==> config.mk <==
export PLATFORM = sky130hd
export DESIGN_NAME = sub3_pipe_flat
export DESIGN_NICKNAME = d
export VERILOG_FILES = /design/src/rtl/sub3_pipe_if.sv /design/src/rtl/sub3_pipe.sv /design/src/flat_wrapper.sv
export SDC_FILE = /design/constraint.sdc
export NUM_CORES = 1
export LEC_CHECK = 0
export ABC_AREA = 1
export BUFFER_PORTS_ARGS = -buffer_cell sky130_fd_sc_hd__buf_2
export CORE_ASPECT_RATIO = 0.5
export CORE_MARGIN = 3
export CORE_UTILIZATION = 40
export DETAILED_ROUTE_END_ITERATION = 8
export GPL_ROUTABILITY_DRIVEN = 1
export RECOVER_POWER = 50
export SLEW_MARGIN = 40
export SYNTH_ARGS = -nofsm -noshare
export SYNTH_HDL_FRONTEND = slang
export SYNTH_SLANG_ARGS = --single-unit
==> constraint.sdc <==
create_clock -name clk -period 1.8 [get_ports clk]
set_input_delay 0 -clock clk [delete_from_list [all_inputs] [get_ports clk]]
set_output_delay 0 -clock clk [all_outputs]
set_load 0.02 [all_outputs]
==> src/rtl/sub3_pipe_if.sv <==
// rtl/sub3_pipe_if.sv - operand/result handshake bundle for sub3_pipe
//
// Purpose: carries the valid/ready operand channel (a, b, c) into sub3_pipe
// and the valid/ready result channel (diff) out of it.
// Ports (signals):
//   in_valid  operands a/b/c valid this cycle (producer -> pipe)
//   in_ready  pipe accepts operands this cycle (pipe -> producer)
//   a, b, c   signed operands, widths A_WIDTH/B_WIDTH/C_WIDTH
//   out_valid diff holds a valid result (pipe -> consumer)
//   out_ready consumer takes diff this cycle (consumer -> pipe)
//   diff      signed a - b - c, OUT_WIDTH bits
// Modports: master = producer/consumer side, slave = pipeline side.
interface sub3_pipe_if #(
  parameter int A_WIDTH = 8,
  parameter int B_WIDTH = 8,
  parameter int C_WIDTH = 8
);
  localparam int D_WIDTH   = ((A_WIDTH > B_WIDTH) ? A_WIDTH : B_WIDTH) + 1;
  localparam int OUT_WIDTH = ((D_WIDTH > C_WIDTH) ? D_WIDTH : C_WIDTH) + 1;

  logic                        in_valid;
  logic                        in_ready;
  logic signed [A_WIDTH-1:0]   a;
  logic signed [B_WIDTH-1:0]   b;
  logic signed [C_WIDTH-1:0]   c;
  logic                        out_valid;
  logic                        out_ready;
  logic signed [OUT_WIDTH-1:0] diff;

  modport master (
    output in_valid, a, b, c, out_ready,
    input  in_ready, out_valid, diff
  );

  modport slave (
    input  in_valid, a, b, c, out_ready,
    output in_ready, out_valid, diff
  );
endinterface

==> src/rtl/sub3_pipe.sv <==
// rtl/sub3_pipe.sv - two-stage valid/ready pipelined a - b - c
//
// Purpose: stage 1 registers a - b at D_WIDTH and carries c alongside;
// stage 2 registers (a - b) - c at OUT_WIDTH. Widths grow one bit per
// subtraction, so the result is exact for every operand combination.
// Ports:
//   clk    rising-edge clock
//   rst_b  asynchronous active-low reset; clears both valid flags and data
//   bus    sub3_pipe_if.slave: in_valid/in_ready/a/b/c in,
//          out_valid/out_ready/diff out
module sub3_pipe #(
  parameter int A_WIDTH = 8,
  parameter int B_WIDTH = 8,
  parameter int C_WIDTH = 8
) (
  input  logic           clk,
  input  logic           rst_b,
  sub3_pipe_if.slave     bus
);
  localparam int D_WIDTH   = ((A_WIDTH > B_WIDTH) ? A_WIDTH : B_WIDTH) + 1;
  localparam int OUT_WIDTH = ((D_WIDTH > C_WIDTH) ? D_WIDTH : C_WIDTH) + 1;

  logic                        s1_valid;
  logic signed [D_WIDTH-1:0]   s1_d;
  logic signed [C_WIDTH-1:0]   s1_c;
  logic                        out_valid_q;
  logic signed [OUT_WIDTH-1:0] diff_q;

  logic                        s2_load;
  logic                        s1_load;
  logic signed [D_WIDTH-1:0]   a_ext;
  logic signed [D_WIDTH-1:0]   b_ext;
  logic signed [OUT_WIDTH-1:0] s1_d_ext;
  logic signed [OUT_WIDTH-1:0] s1_c_ext;

  // Every extension below is at least one bit wide because each derived
  // width is strictly larger than the operands it is built from.
  assign a_ext    = {{(D_WIDTH - A_WIDTH){bus.a[A_WIDTH-1]}}, bus.a};
  assign b_ext    = {{(D_WIDTH - B_WIDTH){bus.b[B_WIDTH-1]}}, bus.b};
  assign s1_d_ext = {{(OUT_WIDTH - D_WIDTH){s1_d[D_WIDTH-1]}}, s1_d};
  assign s1_c_ext = {{(OUT_WIDTH - C_WIDTH){s1_c[C_WIDTH-1]}}, s1_c};

  // Stage 2 takes stage 1 whenever its own slot is empty or being drained.
  assign s2_load = s1_valid && (!out_valid_q || bus.out_ready);
  // Stage 1 accepts when empty or when its content moves on this cycle.
  assign s1_load = bus.in_valid && (!s1_valid || s2_load);

  // Independent of in_valid so producers may wait on in_ready.
  assign bus.in_ready  = !s1_valid || !out_valid_q || bus.out_ready;
  assign bus.out_valid = out_valid_q;
  assign bus.diff      = diff_q;

  always_ff @(posedge clk or negedge rst_b) begin
    if (!rst_b) begin
      s1_valid <= 1'b0;
      s1_d     <= '0;
      s1_c     <= '0;
    end else begin
      if (s1_load) begin
        s1_valid <= 1'b1;
        s1_d     <= a_ext - b_ext;
        s1_c     <= bus.c;
      end else if (s2_load) begin
        s1_valid <= 1'b0;
      end
    end
  end

  always_ff @(posedge clk or negedge rst_b) begin
    if (!rst_b) begin
      out_valid_q <= 1'b0;
      diff_q      <= '0;
    end else begin
      if (s2_load) begin
        out_valid_q <= 1'b1;
        diff_q      <= s1_d_ext - s1_c_ext;
      end else if (bus.out_ready) begin
        out_valid_q <= 1'b0;
      end
    end
  end
endmodule

==> src/flat_wrapper.sv <==
// flat-port wrapper written by rule: the top's interface ports become plain ports
module sub3_pipe_flat 
#(
  parameter int A_WIDTH = 8,
  parameter int B_WIDTH = 8,
  parameter int C_WIDTH = 8
)
  (clk, rst_b, bus_in_valid, bus_a, bus_b, bus_c, bus_out_ready, bus_in_ready, bus_out_valid, bus_diff);
  sub3_pipe_if #(.A_WIDTH(A_WIDTH), .B_WIDTH(B_WIDTH), .C_WIDTH(C_WIDTH)) bus_i ();
  input  logic clk;
  input  logic rst_b;
  input wire logic [$bits(bus_i.in_valid)-1:0] bus_in_valid;
  input wire logic [$bits(bus_i.a)-1:0] bus_a;
  input wire logic [$bits(bus_i.b)-1:0] bus_b;
  input wire logic [$bits(bus_i.c)-1:0] bus_c;
  input wire logic [$bits(bus_i.out_ready)-1:0] bus_out_ready;
  output wire logic [$bits(bus_i.in_ready)-1:0] bus_in_ready;
  output wire logic [$bits(bus_i.out_valid)-1:0] bus_out_valid;
  output wire logic [$bits(bus_i.diff)-1:0] bus_diff;
  assign bus_i.in_valid = bus_in_valid;
  assign bus_i.a = bus_a;
  assign bus_i.b = bus_b;
  assign bus_i.c = bus_c;
  assign bus_i.out_ready = bus_out_ready;
  assign bus_in_ready = bus_i.in_ready;
  assign bus_out_valid = bus_i.out_valid;
  assign bus_diff = bus_i.diff;
  sub3_pipe #(.A_WIDTH(A_WIDTH), .B_WIDTH(B_WIDTH), .C_WIDTH(C_WIDTH)) u_core (.clk(clk), .rst_b(rst_b), .bus(bus_i));
endmodule
==> impl_metrics.yaml <==
outcome:
  status: "completed"
global_route:
  grt.overflow.total: 0
  grt_max_degree: 30
  grt_first_pass_wirelength_um: 6350
  grt_pass1_vias: 1410
  antenna_found_initial: 0
  grt_use_total: 0.149
layout:
  fin_nets: 352
  final_util: 0.524
  multi_input_area_mm2: 0.00102
  fill_cells: 438
  regArea_um2: 726
  drive_gt1_frac: 0.167
  syn_to_final_growth_pct: 23.8
  diodes: 0
power:
  leakage_nw: 1.28
  ir_worst_vdd_mv: 0.327
  switching_power_mw: 1.08
  netSwitchingFraction: 0.400
  pwr-share-comb: 0.438
  power_density_mw_per_mm2: 1150
  p_int_mw: 1.63
  power_frac_clock: 0.214
  power_frac_seq: 0.348
logic_synthesis:
  syn-cell-area_mm2: 0.00190
  syn-num-nets: 298
  yosys_register_bits: 29
  synth_top_family_by_area: "simple AND/OR/NAND/NOR gates"
  yosys.area_share.simple: 0.287
  synth_warnings: 0
  synth_compound_area_frac: 0.0876
  synth_xor_area_frac: 0.0277
  synth.avg_cell_area_um2: 7.57
  yosysSeqAreaShare: 0.382
  synthAdderAreaFrac: 0.133
  netlist_instances: 251
  synth.distinct_cells: 25
  synth_mux_area_frac: 0
clock_tree:
  clk_path_buf_depth: 2
  cts_setup_buffers: 0
  numCtsBuffers: 5
  cts.root.buffer_cell: "clkbuf_8"
  path_clk_slew_ns: 0.06
  cts_tree: "done"
  htreeDepth: 2
  clkLatencyLatePin_ns: 0.28
  cts_sinks: 29
placement:
  gp_congestion: 0.807
  hpwl_um: 2990
  port_buffers: 39
setup_path:
  worst-r2r-setup-slack_ns: 0.14
  crit_start: "u_core.s1_d[0]$_DFFE_PN0P_"
  r2r-start: "u_core.s1_d[0]$_DFFE_PN0P_"
  worstPathArrival_ns: 1.83
  cp-endpoint: "u_core.bus.diff[6]$_DFFE_PN0P_"
  critPathRequiredTime_ns: 1.97
  crit_path_start_kind: "flip-flop"
  crit_path_end_kind: "flip-flop"
  path_max_fanout: 3
  r2r_cells: 10
  reg2reg_to: "u_core.bus.diff[6]$_DFFE_PN0P_"
  worst-setup-path-type: "flip-flop to flip-flop"
worst_hold_path:
  hold_path.class: "primary input to flip-flop"
timing:
  hold_viol: 0
  slew_headroom: 0.519
  setup_tns_ns: 0
  final-setup-viol-count: 0
  finalCriticalPeriod_ns: 1.66
  drv_slew: 0
  tightest_slew_ns: 0.722
  fmax_mhz: 603
  rsz0062_at_grt: "no"
  fin_crit_sh: 0.922
  finClkSkew_ns: 0.00381
floorplanning:
  rows: 17
  initial_core_util: 0.423
  die_area_mm2: 0.00566
  fp.dieH_um: 54.7
  core-area_mm2: 0.00449
  die_w_um: 103
  num_io_pins: 40
detailed_routing:
  vias_per_cell: 4.44
  drc: 0
  drtIter0Drc: 48
  routedWlPerCell_um: 10.3
  dr.pass1.iters: 4
  via_count: 1650
  routed_wl_um: 3820
  antenna_left: 0
run:
  maxCapViolations: 0
==> critical path: stages, from the launching register on <==
cell	delay, ns
dfrtp_1	0.38
inv_1	0.06
ha_1	0.13
inv_1	0.07
fa_1	0.40
nand3_1	0.10
nand2_1	0.11
nand3_1	0.11
nand3b_1	0.08
nand3_1	0.09
nand2_1	0.05
==> what timing repair did <==
action / 4_1_cts / 5_1_grt
hold buffers: 10 / 0
resized for setup: 0 / 0
hold endpoints to repair: 38 / 0
==> cells in the final DEF (no fill, tap or decap), types with 2 or more instances in the layout <==
| cell type | instances |
|---|---|
| o21ai_0 | 17 |
| nand3b_1 | 3 |
| nand2_1 | 92 |
| buf_2 | 32 |
| xnor2_1 | 5 |
| a21oi_1 | 7 |
| o21ai_2 | 2 |
| inv_1 | 33 |
| dfrtp_1 | 29 |
| nor2_1 | 12 |
| nand2_2 | 2 |
| dlygate4sd3_1 | 10 |
| clkbuf_8 | 7 |
| fa_1 | 2 |
| ha_1 | 17 |
| clkbuf_1 | 6 |
| nand3_1 | 17 |
==> kinds of logic after synthesis <==
family / after synthesis
flops: 29
buf+inv: 37
simple gates: 130
xor+xnor: 6
fa+ha+maj: 19
compound gates: 30
==> how the worst min path moves through the flow <==
stage | from | to | cells past startpoint
after floorplan | rst_b | u_core.bus.diff[0]$_DFFE_PN0P_ | 0
after CTS | bus_b[0] | u_core.s1_d[0]$_DFFE_PN0P_ | 3
after global placement | rst_b | u_core.bus.diff[9]$_DFFE_PN0P_ | 1
final | bus_b[0] | u_core.s1_d[0]$_DFFE_PN0P_ | 3
after global routing | bus_b[0] | u_core.s1_d[0]$_DFFE_PN0P_ | 3
after detailed placement | rst_b | u_core.bus.diff[7]$_DFFE_PN0P_ | 1
==> cell type report <==
cell class / count / area share
sequential: 29 / 0.309
tap: 66 / 0.0351
clock inverter: 1 / 0.00213
clock buffer: 7 / 0.0410
timing repair buffer: 50 / 0.126
inverter: 34 / 0.0553
multi-input combinational: 185 / 0.432
==> Yosys cell counts <==
cell type / number / area (um2)
a21oi_1: 7 / 35.0
a21oi_2: 1 / 8.76
buf_2: 1 / 5.00
buf_6: 2 / 22.5
dfrtp_1: 29 / 726
fa_1: 2 / 40.0
ha_1: 17 / 213
inv_1: 33 / 124
inv_4: 1 / 6.26
nand2_1: 92 / 345
nand2_2: 2 / 12.5
nand2_4: 1 / 11.3
nand3_1: 17 / 85.1
nand3_2: 1 / 10.0
nand3b_1: 3 / 22.5
nand4_1: 1 / 6.26
nor2_1: 12 / 45.0
nor2_2: 1 / 6.26
o21a_1: 1 / 7.51
o21ai_0: 17 / 85.1
o21ai_1: 1 / 5.00
o21ai_2: 2 / 17.5
o21bai_1: 1 / 7.51
xnor2_1: 5 / 43.8
xor2_1: 1 / 8.76
==> per-layer routing <==
layer / routed length (um) / share of wire / vias to the layer above / GRT usage
li1: - / - / 900 / -
met1: 2030 / 0.53 / 707 / 0.211
met2: 1560 / 0.41 / 38 / 0.228
met3: 200 / 0.052 / 5 / 0.0344
met4: 36 / 0.0094 / 0 / 0.0452
met5: 0 / 0 / - / 0
==> registers in the layout, summed over array words and instances, names as in the netlist <==
name / cells
u_core.bus.diff: 10
u_core.bus.out_valid: 1
u_core.s1_c: 8
u_core.s1_d: 9
u_core.s1_valid: 1
==> through the flow <==
step | power, mW | std cells | hold slack (ns) | worst slack, ns | cell area (um2)
3_3_place_gp | 2.12 | 354 | 0.0575 | 0.187 | 2160
3_5_place_dp | 2.15 | 354 | 0.0616 | 0.134 | 2160
6_report | 2.71 | 372 | 0.0652 | 0.140 | 2350
2_1_floorplan | 1.82 | 251 | -0.296 | 0.258 | 1900
4_1_cts | 2.77 | 372 | 0.0580 | 0.134 | 2360
5_1_grt | 2.98 | 372 | 0.0853 | 0.00370 | 2350
==> power groups by stage <==
stage / clock network (mW) / registers (mW) / logic [mW]
3_3_place_gp: 0 / 0.948 / 1.18
6_report: 0.581 / 0.944 / 1.19
3_5_place_dp: 0 / 0.953 / 1.19
5_1_grt: 0.635 / 0.972 / 1.37
4_1_cts: 0.603 / 0.945 / 1.22
2_1_floorplan: 0 / 1.08 / 0.741
(Power assumes the default switching activity.)
